[src/rtl/rsa_pkg.sv]
// Shared definitions for the RSA exponentiation control path: operand width,
// FSM state encoding and the default RUN timeout.
package rsa_pkg;

  localparam int unsigned BITS            = 128;
  localparam int unsigned DEFAULT_TIMEOUT = 32'd4_000_000;

  // Encoding is visible to the host through the STATE debug readback.
  typedef enum logic [2:0] {
    ST_IDLE     = 3'd0,
    ST_CLEAR    = 3'd1,
    ST_LOAD     = 3'd2,
    ST_START    = 3'd3,
    ST_RUN      = 3'd4,
    ST_COMPLETE = 3'd5,
    ST_FAULT    = 3'd6,
    ST_ABORTED  = 3'd7
  } state_e;

endpackage

[src/rtl/rsa_cycle_counter.sv]
// Saturating cycle counter with synchronous clear and an equality flag
// against a run-time limit.
module rsa_cycle_counter #(
  parameter int unsigned CNT_W = 32
) (
  input  logic             i_clk,
  input  logic             i_rst_n,
  input  logic             i_clr,
  input  logic             i_en,
  input  logic [CNT_W-1:0] i_limit,
  output logic [CNT_W-1:0] o_count,
  output logic             o_tc
);

  logic [CNT_W-1:0] r_count;

  // Sticks at all-ones so a long run never reads back as a short one.
  always_ff @(posedge i_clk) begin
    if (!i_rst_n) begin
      r_count <= '0;
    end else if (i_clr) begin
      r_count <= '0;
    end else if (i_en && (r_count != '1)) begin
      r_count <= r_count + CNT_W'(1);
    end
  end

  assign o_count = r_count;
  assign o_tc    = (r_count == i_limit);

endmodule

[src/rtl/rsa_sequencer.sv]
// Control FSM for the RSA modexp core: clear/load/start strobes, DONE edge
// detection, timeout supervision and host status reporting.
module rsa_sequencer
  import rsa_pkg::*;
#(
  parameter int unsigned      CNT_W          = 32,
  parameter logic [CNT_W-1:0] TIMEOUT_CYCLES = CNT_W'(DEFAULT_TIMEOUT)
) (
  input  logic             CLK,
  input  logic             RESET_N,
  input  logic             CMD_START,
  input  logic             CMD_ABORT,
  input  logic             CMD_ACK,
  input  logic             DONE,
  output logic             LOAD,
  output logic             CLR,
  output logic             CORE_START,
  output logic             BUSY,
  output logic             READY,
  output logic             TIMEOUT,
  output logic [CNT_W-1:0] CYCLES,
  output logic [2:0]       STATE
);

  state_e           r_state;
  logic             r_done_q;
  logic             r_load;
  logic             r_clr;
  logic             r_core_start;
  logic             r_busy;
  logic             r_ready;
  logic             r_timeout;

  logic             w_done_rise;
  logic             w_tc;
  logic             w_timeout_hit;
  logic [CNT_W-1:0] w_limit;

  assign w_done_rise   = DONE & ~r_done_q;
  assign w_limit       = TIMEOUT_CYCLES - CNT_W'(1);
  assign w_timeout_hit = (TIMEOUT_CYCLES != '0) && w_tc;

  // Counts every edge spent in RUN, including the one that leaves it.
  rsa_cycle_counter #(.CNT_W(CNT_W)) u_cnt (
    .i_clk   (CLK),
    .i_rst_n (RESET_N),
    .i_clr   (r_state == ST_CLEAR),
    .i_en    (r_state == ST_RUN),
    .i_limit (w_limit),
    .o_count (CYCLES),
    .o_tc    (w_tc)
  );

  always_ff @(posedge CLK) begin
    if (!RESET_N) begin
      r_state      <= ST_IDLE;
      r_done_q     <= 1'b0;
      r_load       <= 1'b0;
      r_clr        <= 1'b0;
      r_core_start <= 1'b0;
      r_busy       <= 1'b0;
      r_ready      <= 1'b0;
      r_timeout    <= 1'b0;
    end else begin
      r_done_q     <= DONE;
      r_load       <= 1'b0;
      r_clr        <= 1'b0;
      r_core_start <= 1'b0;
      case (r_state)
        ST_IDLE: begin
          if (CMD_START) begin
            r_state <= ST_CLEAR;
            r_busy  <= 1'b1;
          end
        end
        ST_CLEAR: begin
          r_clr <= 1'b1;
          if (CMD_ABORT) begin
            r_state <= ST_ABORTED;
            r_busy  <= 1'b0;
          end else begin
            r_state <= ST_LOAD;
          end
        end
        ST_LOAD: begin
          r_load <= 1'b1;
          if (CMD_ABORT) begin
            r_state <= ST_ABORTED;
            r_busy  <= 1'b0;
          end else begin
            r_state <= ST_START;
          end
        end
        ST_START: begin
          // A DONE still high here is left over from the previous result.
          if (CMD_ABORT) begin
            r_state <= ST_ABORTED;
            r_busy  <= 1'b0;
          end else if (!DONE) begin
            r_core_start <= 1'b1;
            r_state      <= ST_RUN;
          end
        end
        ST_RUN: begin
          if (CMD_ABORT) begin
            r_state <= ST_ABORTED;
            r_busy  <= 1'b0;
          end else if (w_done_rise) begin
            r_state <= ST_COMPLETE;
            r_ready <= 1'b1;
            r_busy  <= 1'b0;
          end else if (w_timeout_hit) begin
            r_state   <= ST_FAULT;
            r_timeout <= 1'b1;
            r_busy    <= 1'b0;
          end
        end
        ST_COMPLETE: begin
          if (CMD_ACK) begin
            r_state <= ST_IDLE;
            r_ready <= 1'b0;
          end
        end
        ST_FAULT: begin
          if (CMD_ACK) begin
            r_state   <= ST_IDLE;
            r_timeout <= 1'b0;
          end
        end
        ST_ABORTED: begin
          r_clr   <= 1'b1;
          r_state <= ST_IDLE;
        end
        default: r_state <= ST_IDLE;
      endcase
    end
  end

  assign LOAD       = r_load;
  assign CLR        = r_clr;
  assign CORE_START = r_core_start;
  assign BUSY       = r_busy;
  assign READY      = r_ready;
  assign TIMEOUT    = r_timeout;
  assign STATE      = r_state;

endmodule

[config.mk]
export PLATFORM = sky130hd
export DESIGN_NAME = rsa_sequencer
export DESIGN_NICKNAME = d
export VERILOG_FILES = /design/src/rtl/rsa_pkg.sv /design/src/rtl/rsa_cycle_counter.sv /design/src/rtl/rsa_sequencer.sv
export SDC_FILE = /design/constraint.sdc
export NUM_CORES = 1
export LEC_CHECK = 0
export CAP_MARGIN = 25
export CORE_MARGIN = 2
export CORE_UTILIZATION = 40
export DETAILED_ROUTE_END_ITERATION = 8
export PLACE_DENSITY_LB_ADDON = 0.15
export SYNTH_ARGS = -nofsm -noshare
export SYNTH_HDL_FRONTEND = slang
export SYNTH_SLANG_ARGS = --single-unit
[constraint.sdc]
create_clock -name CLK -period 2.4 [get_ports CLK]
set_clock_uncertainty 0.1 [all_clocks]
set_input_delay 0.48 -clock CLK [delete_from_list [all_inputs] [get_ports CLK]]
set_output_delay 0.48 -clock CLK [all_outputs]
set_load 0.02 [all_outputs]
==> results.toml, run 1 <==
[status]
status = "finished clean"

[drt]
top_layer = "met4"
wirelength_mm = 6.24
drtAntennaViolNets = 0
post_drt_wl_per_cell_um = 14.9
drtIter0Drc = 96
wl_met3_um = 310
vias = 2409
route.met2.wl_mm = 2.90
viasPerCell = 5.76
met1_length_mm = 2.87
drc = 0
drt_pass1_iterations = 4

[sta]
max_slew.worst_pin.slew_ns = 0.479
fin_crit_sh_pct = 92.6
rsz0062_at_grt = "no"
hold_violations = 0
relSlewSlack_pct = 67.8
finalCriticalPeriod_ns = 2.22
max_freq_mhz = 450
tns_ns = 0
finalSetupViolations = 0
finalMaxSlewViolations = 0

[global_routing]
overflow = 0
antenna_found_initial = 0
grt_pass1_vias = 2241
grt_pass1_wl_mm = 10.5
grt_usage_pct = 20.7
grt_max_degree = 31

[power]
p_clk_share_pct = 25.6
p_seq_share_pct = 41.9
powerDensity_nw_per_um2 = 594
p_sw_share_pct = 32.7
ir_drop_uv = 396
p_sw_uw = 596
p_leak_nw = 0.961
internal-power_mw = 1.23
p_comb_share_pct = 32.5

[yosys]
synth_area_per_cell_um2 = 8.19
ys_types = 45
synth_top_family_by_area = "simple AND/OR/NAND/NOR gates"
synth-simple-area-share_pct = 35.1
yosysTopAreaCell = "dfxtp_1"
syn_inst = 275
ys_top_cells_by_area = "dfxtp_1, a21oi_1, o21ai_0, or4_1, or3_1"
synth-seq-area-share_pct = 37.3
syn_area_um2 = 2250
synth_xor_area_share_pct = 3.50
syn-num-nets = 282
ys_ff_latch = 42
synthAdderAreaFrac_pct = 1.00
yosysWarnings = 0
synth.area.mux_share_pct = 0.944
synth_top_area_share_pct = 37.3
synth_compound_area_share_pct = 18.7

[cts]
root_buffer = "clkbuf_8"
worstSkewPairLatency_ns = 0.29
cts.sinks = 42
cts_tree = "yes"
clockBufferDepth = 2
cts_made_buffers = 5
cts_hold_buffers = 0
path_clk_slew_ns = 0.08
htree_levels = 2

[setup_path]
crit_path_end = "u_cnt.o_count[28]"
cp.arrival_ns = 2.35
critPathMaxFanout = 6
end_kind = "flop"
worstSetupStartpoint = "u_cnt.o_count[21]"
r2r-start = "u_cnt.o_count[21]"
critPathKind = "reg2reg"
crit_required_ns = 2.52
critPathLaunchType = "flop"
reg2reg_to = "u_cnt.o_count[28]"
r2r_cells = 5
rrSetupSlack_ns = 0.18

[floorplan]
rows = 27
core_um2 = 5470
die_w_um = 79.0
io_pins = 47
die_area_um2 = 6250
start_util_pct = 41.2
die_y_um = 79.0

[finish]
utilization_pct = 56.1
layout_common_cells = "clkdlybuf4s50_1, dfxtp_1, buf_4"
diodes = 0
nets = 352
drive_above_1_share_pct = 13.0
area_growth_pct = 36.2
fillers = 522
final_common_cell = "clkdlybuf4s50_1"

[hold_path]
min_path_type = "reg2reg"

[flow_run]
max_cap_viol_count = 0

[place]
gp_congestion = 0.855
dp_hpwl_mm = 4.60
io_buffers = 46
==> final cells by class <==
cell class / instances / area [µm²] / area share, %
multi-input combinational: 216 / 1340 / 43.6
sequential: 42 / 842 / 27.4
timing repair buffer: 74 / 683 / 22.3
tap: 72 / 90.1 / 2.94
clock buffer: 7 / 86.3 / 2.81
inverter: 6 / 22.5 / 0.734
clock inverter: 1 / 5.00 / 0.163
==> worst min path at each step <==
| stage | start | endpoint | slack (ns) | depth (start not counted) |
|---|---|---|---|---|
| detailed placement | READY | READY | 0.36 | 2 |
| CTS | READY | READY | 0.38 | 2 |
| finish | READY | READY | 0.37 | 2 |
| global placement | READY | READY | 0.35 | 2 |
| global route | READY | READY | 0.39 | 2 |
| floorplan | DONE | CORE_START | 0.46 | 1 |
==> synthesized netlist by cell type (all sizes together) <==
| library cell | number |
|---|---|
| dfxtp | 42 |
| a21oi | 25 |
| nand2 | 21 |
| o21ai | 21 |
| nor2 | 18 |
| or4 | 14 |
| nor4 | 13 |
| or3 | 13 |
| nand3 | 12 |
| nand4 | 12 |
| o31ai | 11 |
| xnor2 | 9 |
| and3 | 6 |
| clkbuf | 6 |
| inv | 6 |
| nor3 | 6 |
| buf | 5 |
| nor2b | 5 |
| a211oi | 3 |
| nor3b | 3 |
| a221oi | 2 |
| a31oi | 2 |
| and2 | 2 |
| and4 | 2 |
| nand2b | 2 |
| or2 | 2 |
| a32o | 1 |
| a32oi | 1 |
| a41oi | 1 |
| ha | 1 |
| maj3 | 1 |
| mux2 | 1 |
| mux2i | 1 |
| nand3b | 1 |
| nand4b | 1 |
| nor4b | 1 |
| o211ai | 1 |
| o21a | 1 |
==> power groups by stage <==
stage          logic [mW]  clock network (mW)  registers, mW
2_1_floorplan       0.332                   0          0.831
3_3_place_gp        0.591                   0          0.778
3_5_place_dp        0.592                   0          0.780
4_1_cts             0.593               0.480          0.763
5_1_grt             0.652               0.508          0.769
6_report            0.592               0.467          0.763
==> flip-flops by register name (all words and copies together), names as in the netlist <==
signal / count
CLR: 1
READY: 1
TIMEOUT: 1
LOAD: 1
BUSY: 1
CORE_START: 1
u_cnt.o_count: 32
STATE: 3
r_done_q: 1
==> critical path, stage by stage, from the launching register on <==
cell     delay [ns]
dfxtp_1        0.38
nand4_1        0.23
or2_1          0.31
or4_4          0.57
or4_1          0.42
a21oi_1        0.15
==> routing by layer <==
| layer | GRT usage [%] | vias to the layer above |
|---|---|---|
| met5 | 0 | - |
| met4 | 7.93 | 0 |
| met3 | 3.52 | 18 |
| met2 | 34.7 | 75 |
| met1 | 26.7 | 1126 |
| li1 | - | 1190 |
==> through the flow <==
stage	total power [mW]	worst slack [ns]	instance area [µm²]	instances	hold WS, ns
after CTS	1.84	0.103	3050	416	0.379
after floorplan	1.16	0.0936	2250	275	0.456
after global routing	1.93	0.0361	3070	418	0.394
final	1.82	0.177	3070	418	0.372
after global placement	1.37	0.191	2960	408	0.353
after detailed placement	1.37	0.144	2960	408	0.357
==> cells by family (layout without fill, tap and decap cells) <==
| kind of cell | count (synthesis) | count (layout) |
|---|---|---|
| xor+xnor | 9 | 9 |
| flops | 42 | 42 |
| fa+ha+maj | 2 | 2 |
| mux | 2 | 2 |
| buf+inv | 17 | 88 |
| simple gates | 134 | 134 |
| compound gates | 69 | 69 |
==> what timing repair did <==
item,in CTS,in global routing
setup buffers,0,2
resized for setup,0,1
setup endpoints to repair,0,5
Power figures use the tool's default switching activity.
==> inputs of run 2 (changes only) <==
--- a/config.mk
+++ b/config.mk
@@ -8,6 +8,7 @@
 export CAP_MARGIN = 25
 export CORE_MARGIN = 2
 export CORE_UTILIZATION = 40
+export CTS_BUF_LIST = sky130_fd_sc_hd__clkbuf_4 sky130_fd_sc_hd__clkbuf_8
 export DETAILED_ROUTE_END_ITERATION = 8
 export PLACE_DENSITY_LB_ADDON = 0.15
 export SYNTH_ARGS = -nofsm -noshare
==> results.toml, run 2 (same netlist as run 1, synthesis figures left out) <==
[global_routing]
grt_pass1_wl_mm = 10.5
grt_usage_pct = 20.8
overflow = 0
antenna_found_initial = 0
grt_max_degree = 31
grt_pass1_vias = 2228

[place]
placed_cells = 408
io_buffers = 46
dp_hpwl_mm = 4.60
gp_congestion = 0.855
placed_area_um2 = 2960

[drt]
drt_pass1_iterations = 4
post_drt_wl_per_cell_um = 14.9
drtAntennaViolNets = 0
vias = 2390
drc = 0
viasPerCell = 5.72
wirelength_mm = 6.25
drtIter0Drc = 100

[setup_path]
end_kind = "flop"
path_cells = "nand4_1 -> or2_1 -> or4_4 -> or4_1 -> a21oi_1"
r2r_cells = 5
rrSetupSlack_ns = 0.17
crit_required_ns = 2.53
cp.arrival_ns = 2.36
worst_path_max_delay_cell = "or4_4"
critPathLaunchType = "flop"
max_stage_delay_ns = 0.58
reg2reg_to = "u_cnt.o_count[28]"
critPathKind = "reg2reg"
critPathMaxFanout = 6
r2r-start = "u_cnt.o_count[21]"

[hold_path]
whs_path_depth = 2
min_from = "READY"
min_path_type = "reg2reg"
hold_path_end = "READY"

[floorplan]
io_pins = 47
start_util_pct = 41.2
core_um2 = 5470
die_area_um2 = 6250
rows = 27
die_w_um = 79.0
die_y_um = 79.0

[cts]
worstSkewPairLatency_ns = 0.29
root_buffer = "clkbuf_8"
htree_levels = 2
cts_made_buffers = 5
cts.sinks = 42
path_clk_slew_ns = 0.08
cts_tree = "yes"
clockBufferDepth = 2
cts_hold_buffers = 0

[sta]
max_freq_mhz = 449
hold_violations = 0
tns_ns = 0
rsz0062_at_grt = "no"
whs_ns = 0.372
relSlewSlack_pct = 65.6
finalMaxSlewViolations = 0
max_slew.worst_pin.slew_ns = 0.511
fin_crit_sh_pct = 92.9
finalCriticalPeriod_ns = 2.23
finalSetupViolations = 0

[finish]
layout_common_cells = "clkdlybuf4s50_1, dfxtp_1, buf_4"
nets = 352
drive_above_1_share_pct = 13.3
largest_reg_flops = 32
final_cells = 418
area_growth_pct = 36.4
fin_area_um2 = 3070
final_common_cell = "clkdlybuf4s50_1"
fillers = 523
diodes = 0

[power]
finalPower_mw = 1.84
p_leak_nw = 0.964
ir_drop_uv = 431
powerDensity_nw_per_um2 = 597

[status]
status = "finished clean"

[flow_run]
max_cap_viol_count = 0
==> run 2: cell counts in the layout (fill, tap and decap cells not counted) <==
Identical to the previous run, type by type.
==> run 2: worst max path at each step <==
stage                      startpoint  slack, ns                end  depth (start not counted)
floorplan            u_cnt.o_count[0]       0.09  u_cnt.o_count[30]                          6
global placement    u_cnt.o_count[19]       0.19  u_cnt.o_count[28]                          5
detailed placement  u_cnt.o_count[19]       0.14  u_cnt.o_count[28]                          5
CTS                 u_cnt.o_count[19]       0.10  u_cnt.o_count[30]                          5
global route        u_cnt.o_count[21]       0.04  u_cnt.o_count[28]                          5
finish              u_cnt.o_count[21]       0.17  u_cnt.o_count[28]                          5
==> run 2: layout make-up <==
class | count | area [µm²] | share of cell area (%)
inverters | 6 | 22.5 | 0.733
clock inverters | 1 | 5.00 | 0.163
multi-input cells | 216 | 1340 | 43.6
clock buffers | 7 | 90.1 | 2.93
repair buffers | 74 | 683 | 22.2
well taps | 72 | 90.1 | 2.93
flip-flops and latches | 42 | 842 | 27.4
==> run 2: what timing repair did <==
item	in CTS	in global routing
setup endpoints to repair	0	5
setup buffers	0	2
resized for setup	0	1
==> run 2: power breakdown <==
part | switching, mW | internal, mW | leakage, nW | total, mW
Sequential | 0.0257 | 0.737 | 0.340 | 0.763
Clock | 0.238 | 0.243 | 0.0517 | 0.481
Combinational | 0.334 | 0.257 | 0.572 | 0.591
==> run 2: per-layer routing <==
layer | routed length [µm] | GRT usage (%) | vias up
met4 | 106 | 7.07 | 0
met2 | 2960 | 34.6 | 67
met1 | 2850 | 26.6 | 1122
met5 | 0 | 0 | -
li1 | - | - | 1189
met3 | 333 | 4.55 | 12
==> run 2: stage by stage <==
stage,setup slack (ns),utilization (%)
after floorplan,0.0936,-
after global routing,0.0361,56.1
after detailed placement,0.144,54.1
final,0.171,56.1
after CTS,0.103,55.8
after global placement,0.191,54.1
==> run 2: worst max-delay path: cells and delay by family (launching register included) <==
kind               cells  cell delay [ns]
AOI/OAI and AO/OA      1             0.15
and+or+nand+nor        4             1.54
DFF                    1             0.38
